### src/rtl/uart_pkg.sv
`default_nettype none
// +----------------------------------------------------------------------------+
// | Package : uart_pkg                                                         |
// | Shared UART receive state encoding and default configuration constants.    |
// | Rev 1.0 - initial release                                                  |
// +----------------------------------------------------------------------------+
package uart_pkg;

    typedef enum logic [2:0] {
        IDLE   = 3'd0,
        START  = 3'd1,
        DATA   = 3'd2,
        STOP   = 3'd3,
        BREAK  = 3'd4,
        PARITY = 3'd5
    } rx_state_t;

    localparam logic UART_IDLE_LVL = 1'b1;
    localparam int   N_DEF         = 10;
    localparam int   DATA_BITS_DEF = 8;

endpackage
`default_nettype wire

### src/rtl/uart_bit_timer.sv
`default_nettype none
// +----------------------------------------------------------------------------+
// | Module  : uart_bit_timer                                                   |
// | Down-counting bit-period timer; tick is high for one cycle per N clocks.   |
// | Rev 1.0 - initial release                                                  |
// +----------------------------------------------------------------------------+
module uart_bit_timer
    import uart_pkg::*;
#(
    parameter int N = N_DEF
) (
    input  logic clk,
    input  logic rst,
    input  logic load_half,
    input  logic load_full,
    output logic tick
);

    localparam int                 c_cnt_w = $clog2(N) + 1;
    localparam logic [c_cnt_w-1:0] c_half  = c_cnt_w'(N / 2 - 1);
    localparam logic [c_cnt_w-1:0] c_full  = c_cnt_w'(N - 1);

    logic [c_cnt_w-1:0] r_cnt;

    // Reload on wrap keeps successive ticks exactly N cycles apart.
    always_ff @(posedge clk or negedge rst) begin
        if (!rst) begin
            r_cnt <= c_full;
        end else if (load_half) begin
            r_cnt <= c_half;
        end else if (load_full || r_cnt == '0) begin
            r_cnt <= c_full;
        end else begin
            r_cnt <= r_cnt - c_cnt_w'(1);
        end
    end

    assign tick = (r_cnt == '0);

endmodule
`default_nettype wire

### src/rtl/uart_rx_unit.sv
`default_nettype none
// +----------------------------------------------------------------------------+
// | Module  : uart_rx_unit                                                     |
// | 8N1 UART receiver with mid-bit sampling and valid/ack byte delivery.       |
// | Define UART_RX_PARITY_EN to add an even-parity bit and parity_err output.  |
// | Rev 1.0 - initial release                                                  |
// +----------------------------------------------------------------------------+
module uart_rx_unit
    import uart_pkg::*;
#(
    parameter int N         = N_DEF,
    parameter int DATA_BITS = DATA_BITS_DEF
) (
    input  logic                 clk,
    input  logic                 rst,
    input  logic                 rx,
    output logic [DATA_BITS-1:0] data,
    output logic                 valid,
    input  logic                 ack,
    output logic                 frame_err,
    output logic                 overrun,
`ifdef UART_RX_PARITY_EN
    output logic                 parity_err,
`endif
    output logic                 busy
);

    localparam int                 c_bit_w    = $clog2(DATA_BITS + 1);
    localparam logic [c_bit_w-1:0] c_last_bit = c_bit_w'(DATA_BITS - 1);

    rx_state_t            r_state;
    rx_state_t            w_next;
    logic                 r_sync1;
    logic                 r_sync2;
    logic                 w_rx_s;
    logic                 w_tick;
    logic                 w_load_half;
    logic                 w_load_full;
    logic                 w_shift_en;
    logic                 w_stop_good;
    logic                 w_stop_bad;
    logic [c_bit_w-1:0]   r_bit_cnt;
    logic [DATA_BITS-1:0] r_shift;
    logic                 r_deliver;
    logic [DATA_BITS-1:0] r_data;
    logic                 r_valid;
    logic                 r_frame_err;
    logic                 r_overrun;
`ifdef UART_RX_PARITY_EN
    logic                 w_par_check;
    logic                 w_par_bad_now;
    logic                 r_par_bad;
    logic                 r_parity_err;
`endif

    assign w_rx_s = r_sync2;

    uart_bit_timer #(
        .N (N)
    ) u_bit_timer (
        .clk       (clk),
        .rst       (rst),
        .load_half (w_load_half),
        .load_full (w_load_full),
        .tick      (w_tick)
    );

    always_ff @(posedge clk or negedge rst) begin
        if (!rst) begin
            r_state <= IDLE;
        end else begin
            r_state <= w_next;
        end
    end

    always_comb begin
        w_next      = r_state;
        w_load_half = 1'b0;
        w_load_full = 1'b0;
        w_shift_en  = 1'b0;
        w_stop_good = 1'b0;
        w_stop_bad  = 1'b0;
`ifdef UART_RX_PARITY_EN
        w_par_check = 1'b0;
`endif
        case (r_state)
            IDLE: begin
                if (!w_rx_s) begin
                    w_next      = START;
                    w_load_half = 1'b1;
                end
            end
            START: begin
                if (w_tick) begin
                    if (w_rx_s) begin
                        w_next = IDLE;
                    end else begin
                        w_next      = DATA;
                        w_load_full = 1'b1;
                    end
                end
            end
            DATA: begin
                if (w_tick) begin
                    w_shift_en = 1'b1;
                    if (r_bit_cnt == c_last_bit) begin
`ifdef UART_RX_PARITY_EN
                        w_next = PARITY;
`else
                        w_next = STOP;
`endif
                    end
                end
            end
`ifdef UART_RX_PARITY_EN
            PARITY: begin
                if (w_tick) begin
                    w_par_check = 1'b1;
                    w_next      = STOP;
                end
            end
`endif
            STOP: begin
                if (w_tick) begin
                    if (w_rx_s) begin
                        w_stop_good = 1'b1;
                        w_next      = IDLE;
                    end else begin
                        w_stop_bad = 1'b1;
                        w_next     = BREAK;
                    end
                end
            end
            BREAK: begin
                if (w_rx_s) begin
                    w_next = IDLE;
                end
            end
            default: begin
                w_next = IDLE;
            end
        endcase
    end

`ifdef UART_RX_PARITY_EN
    // Even parity: the parity bit must equal the XOR of the payload.
    assign w_par_bad_now = w_rx_s ^ (^r_shift);
`endif

    always_ff @(posedge clk or negedge rst) begin
        if (!rst) begin
            r_sync1     <= UART_IDLE_LVL;
            r_sync2     <= UART_IDLE_LVL;
            r_bit_cnt   <= '0;
            r_shift     <= '0;
            r_deliver   <= 1'b0;
            r_frame_err <= 1'b0;
`ifdef UART_RX_PARITY_EN
            r_par_bad    <= 1'b0;
            r_parity_err <= 1'b0;
`endif
        end else begin
            r_sync1     <= rx;
            r_sync2     <= r_sync1;
            r_frame_err <= w_stop_bad;
            if (w_load_half) begin
                r_bit_cnt <= '0;
            end else if (w_shift_en) begin
                r_shift   <= {w_rx_s, r_shift[DATA_BITS-1:1]};
                r_bit_cnt <= r_bit_cnt + c_bit_w'(1);
            end
`ifdef UART_RX_PARITY_EN
            r_parity_err <= w_par_check & w_par_bad_now;
            if (w_load_half) begin
                r_par_bad <= 1'b0;
            end else if (w_par_check) begin
                r_par_bad <= w_par_bad_now;
            end
            r_deliver <= w_stop_good & ~r_par_bad;
`else
            r_deliver <= w_stop_good;
`endif
        end
    end

    // Handshake: an ack coinciding with a delivery retires the old byte in favour of the new one.
    always_ff @(posedge clk or negedge rst) begin
        if (!rst) begin
            r_data    <= '0;
            r_valid   <= 1'b0;
            r_overrun <= 1'b0;
        end else begin
            r_overrun <= 1'b0;
            if (r_deliver) begin
                if (!r_valid || ack) begin
                    r_data  <= r_shift;
                    r_valid <= 1'b1;
                end else begin
                    r_overrun <= 1'b1;
                end
            end else if (ack) begin
                r_valid <= 1'b0;
            end
        end
    end

    assign data      = r_data;
    assign valid     = r_valid;
    assign frame_err = r_frame_err;
    assign overrun   = r_overrun;
    assign busy      = (r_state != IDLE);
`ifdef UART_RX_PARITY_EN
    assign parity_err = r_parity_err;
`endif

endmodule
`default_nettype wire

### config.mk
export PLATFORM = sky130hd
export DESIGN_NAME = uart_rx_unit
export DESIGN_NICKNAME = d
export VERILOG_FILES = /design/src/rtl/uart_pkg.sv /design/src/rtl/uart_bit_timer.sv /design/src/rtl/uart_rx_unit.sv
export SDC_FILE = /design/constraint.sdc
export NUM_CORES = 1
export LEC_CHECK = 0
export CAP_MARGIN = 20
export CORE_MARGIN = 3
export CORE_UTILIZATION = 30
export CTS_CLUSTER_DIAMETER = 200
export DETAILED_ROUTE_END_ITERATION = 6
export PLACE_DENSITY = 0.57
export SYNTH_ARGS = -nofsm -noshare
export SYNTH_HDL_FRONTEND = slang
export SYNTH_SLANG_ARGS = --single-unit
### constraint.sdc
create_clock -name clk -period 2.58 [get_ports clk]
set_input_delay 0.258 -clock clk [delete_from_list [all_inputs] [get_ports clk]]
set_output_delay 0.258 -clock clk [all_outputs]
set_load 0.01 [all_outputs]
==> flow_metrics.py <==
metrics = {
    "place": {
        "hpwlAfterDp_um": 1690,
        "pre_cts_ws_ns": 0.490,
        "gp_congestion": 0.820,
        "portBuffers": 15,
    },
    "timing": {
        "slew_viol_final": 0,
        "skew_ns": 0.00966,
        "hold_violations": 0,
        "setup_viol": 0,
        "worst_slack_ns": 0.494,
        "min_period_ns": 2.09,
        "setup_tns_ns": 0,
        "max_slew_margin_pct": 50.4,
        "max_freq_mhz": 479,
        "fin_crit_sh_pct": 80.9,
        "grt_setup_unrepaired": "false",
        "worst_slew_pin_slew_ns": 0.737,
    },
    "synth": {
        "syn_nets": 114,
        "synth_area_per_cell_um2": 13.1,
        "ys_types": 32,
        "synth_area_um2": 1410,
        "syn_inst": 108,
        "ys_ff_latch": 34,
        "yosysWarnings": 0,
        "ys_seq_area_share_pct": 60.5,
    },
    "clocking": {
        "max-clock-path-buffers": 2,
        "cts_root_buffer": "clkbuf_8",
        "cts_resized": 0,
        "path_clk_slew_ns": 0.07,
        "insertion_delay_ns": 0.29,
        "cts_buffers": 5,
        "cts_setup_buffers": 0,
        "cts_hold_buf": 0,
        "cts_tree": "done",
        "clock-sinks": 34,
        "cts_max_level": 2,
    },
    "worst_setup_path": {
        "critPathKind": "register to register",
        "r2r_slack_ns": 0.49,
        "timing.rr.end": "r_shift[1]$_DFFE_PN0P_",
        "r2r_cells": 5,
        "crit_start": "u_bit_timer.r_cnt[1]$_DFF_PN0_",
        "crit_path_end": "r_shift[1]$_DFFE_PN0P_",
        "cp_max_fo": 11,
        "reg2reg_from": "u_bit_timer.r_cnt[1]$_DFF_PN0_",
        "worstPathRequired_ns": 2.75,
        "end_kind": "register",
        "critPathArrivalTime_ns": 2.26,
        "worstSetupStartpointType": "register",
    },
    "power": {
        "leakage_nw": 0.820,
        "peakVddDrop_v": 0.000354,
        "power_density_nw_per_um2": 900,
        "totalPowerFinal_w": 0.00158,
    },
    "routing": {
        "routed_wl_um": 2450,
        "routedWlPerCell_um": 13.5,
        "ant_nets": 0,
        "viasPerCell": 4.84,
        "vias": 876,
        "drtPass1Iterations": 4,
        "drc_errors": 0,
        "drtIter0Drc": 61,
    },
    "global_route": {
        "grt_pass1_vias": 862,
        "grt_usage_pct": 9.95,
        "antenna_found_initial": 0,
        "grt-ovfl-total": 0,
        "grt_start_max_net_pins": 35,
        "grt_pass1_wl_um": 4090,
    },
    "cells_and_area": {
        "final_common_cell": "dfrtp_1",
        "layout-drive-gt1-share_pct": 24.8,
        "num-fill-cells": 424,
        "area_growth_pct": 24.2,
        "fin_nets": 134,
        "layout_common_cells": "dfrtp_1, clkdlybuf4s50_1, mux2_2, inv_1, mux2_4",
        "diodes": 0,
    },
    "floorplanning": {
        "die_area_um2": 5570,
        "die_w_um": 74.7,
        "fp.coreArea_um2": 4440,
        "rows": 24,
        "io_pins": 16,
        "die_h_um": 74.7,
        "start_util_pct": 31.8,
    },
    "status": {
        "status": "finished, final reports clean",
    },
    "min_path": {
        "hp-class": "register to register",
    },
    "run": {
        "max-cap-violations": 0,
    },
}
## layer usage
| layer | GRT usage [%] | wire length (um) | up-vias |
|---|---|---|---|
| met5 | 0 | 0 | - |
| met4 | 2.96 | 19 | 0 |
| met3 | 5.07 | 150 | 2 |
| met1 | 13.3 | 1150 | 429 |
| met2 | 14.1 | 1130 | 23 |
| li1 | - | - | 422 |
## power by group
group,internal (W),total [W],switching [W],leakage [nW]
clock,0.000387,0.000587,0.000200,0.0683
combinational,0.000144,0.000287,0.000143,0.301
sequential,0.000621,0.000707,0.0000855,0.451
## Yosys cell counts
library cell  instances  area share (%)
a21oi_1               5             1.8
a221oi_1              1            0.62
buf_2                 2            0.71
buf_6                 1            0.80
clkbuf_1              1            0.27
dfrtp_1              30              53
dfstp_2               4             7.4
ha_1                  2             1.8
inv_1                 8             2.1
mux2_2                9             7.2
mux2_4                7             7.4
nand2_1               3            0.80
nand2b_1              2            0.88
nand3_1               2            0.71
nand4_1               1            0.44
nand4b_1              1            0.62
nor2_1                6             1.6
nor2b_1               1            0.44
nor3_1                2            0.71
nor4_1                1            0.44
nor4b_1               1            0.62
o211ai_1              2             1.1
o21ai_0               4             1.4
o311a_1               1            0.71
o311ai_0              1            0.62
o31ai_1               2             1.1
or2_4                 1            0.62
or3_1                 1            0.44
or3b_2                1            0.62
or4_1                 2             1.1
or4b_1                1            0.71
xnor2_1               2             1.2
## cell type report
type                            count  area (um2)  area share (%)
Timing Repair Buffer               17         165            9.40
Inverter                            8        30.0            1.71
Sequential cell                    34         856            48.7
Clock buffer                        5        68.8            3.92
Clock inverter                      3        68.8            3.92
Multi-Input combinational cell     62         503            28.6
Tap cell                           52        65.1            3.70
## kinds of logic (layout without fill, tap and decap cells)
logic type / count (synthesis) / count (layout) / synth area share, %
and+or+nand+nor: 26 / 26 / 10.7
muxes: 16 / 16 / 14.6
buffers and inverters: 12 / 33 / 3.89
adders and majority gates: 2 / 2 / 1.77
DFF: 34 / 34 / 60.5
AOI/OAI and AO/OA: 16 / 16 / 7.26
xor gates and xnor gates: 2 / 2 / 1.24
## worst min-delay path by stage
stage | from | end | slack (ns) | cells after the start
floorplan | rst | data[0]$_DFFE_PN0P_ | -0.04 | 0
finish | r_sync1$_DFF_PN1_ | r_sync2$_DFF_PN1_ | 0.36 | 0
detailed placement | r_sync1$_DFF_PN1_ | r_sync2$_DFF_PN1_ | 0.35 | 0
CTS | r_sync1$_DFF_PN1_ | r_sync2$_DFF_PN1_ | 0.36 | 0
global placement | r_sync1$_DFF_PN1_ | r_sync2$_DFF_PN1_ | 0.35 | 0
global route | r_sync1$_DFF_PN1_ | r_sync2$_DFF_PN1_ | 0.37 | 0
## critical path, cell delays in order, from the launching register on
cell and delay, ns:
dfrtp_1 0.39, inv_1 0.06, ha_1 0.21, or4b_1 0.61, or2_4 0.39, mux2_4 0.31
## through the flow
stage	instance area, um2	hold WS [ns]	cells	util, %
after floorplan	1410	-0.0376	108	-
after global placement	1620	0.348	173	36.4
after detailed placement	1620	0.349	173	36.4
after CTS	1760	0.359	181	39.5
after global routing	1760	0.365	181	39.5
final	1760	0.358	181	39.5
## registers in the layout, indices dropped and copies added, names as in the netlist
register and flops:
u_bit_timer.r_cnt 5, data 8, r_shift 8, r_state 3
overrun 1, frame_err 1, r_sync1 1, r_bit_cnt 4
valid 1, r_sync2 1, r_deliver 1
No activity file was read; power rests on OpenSTA's default activity.
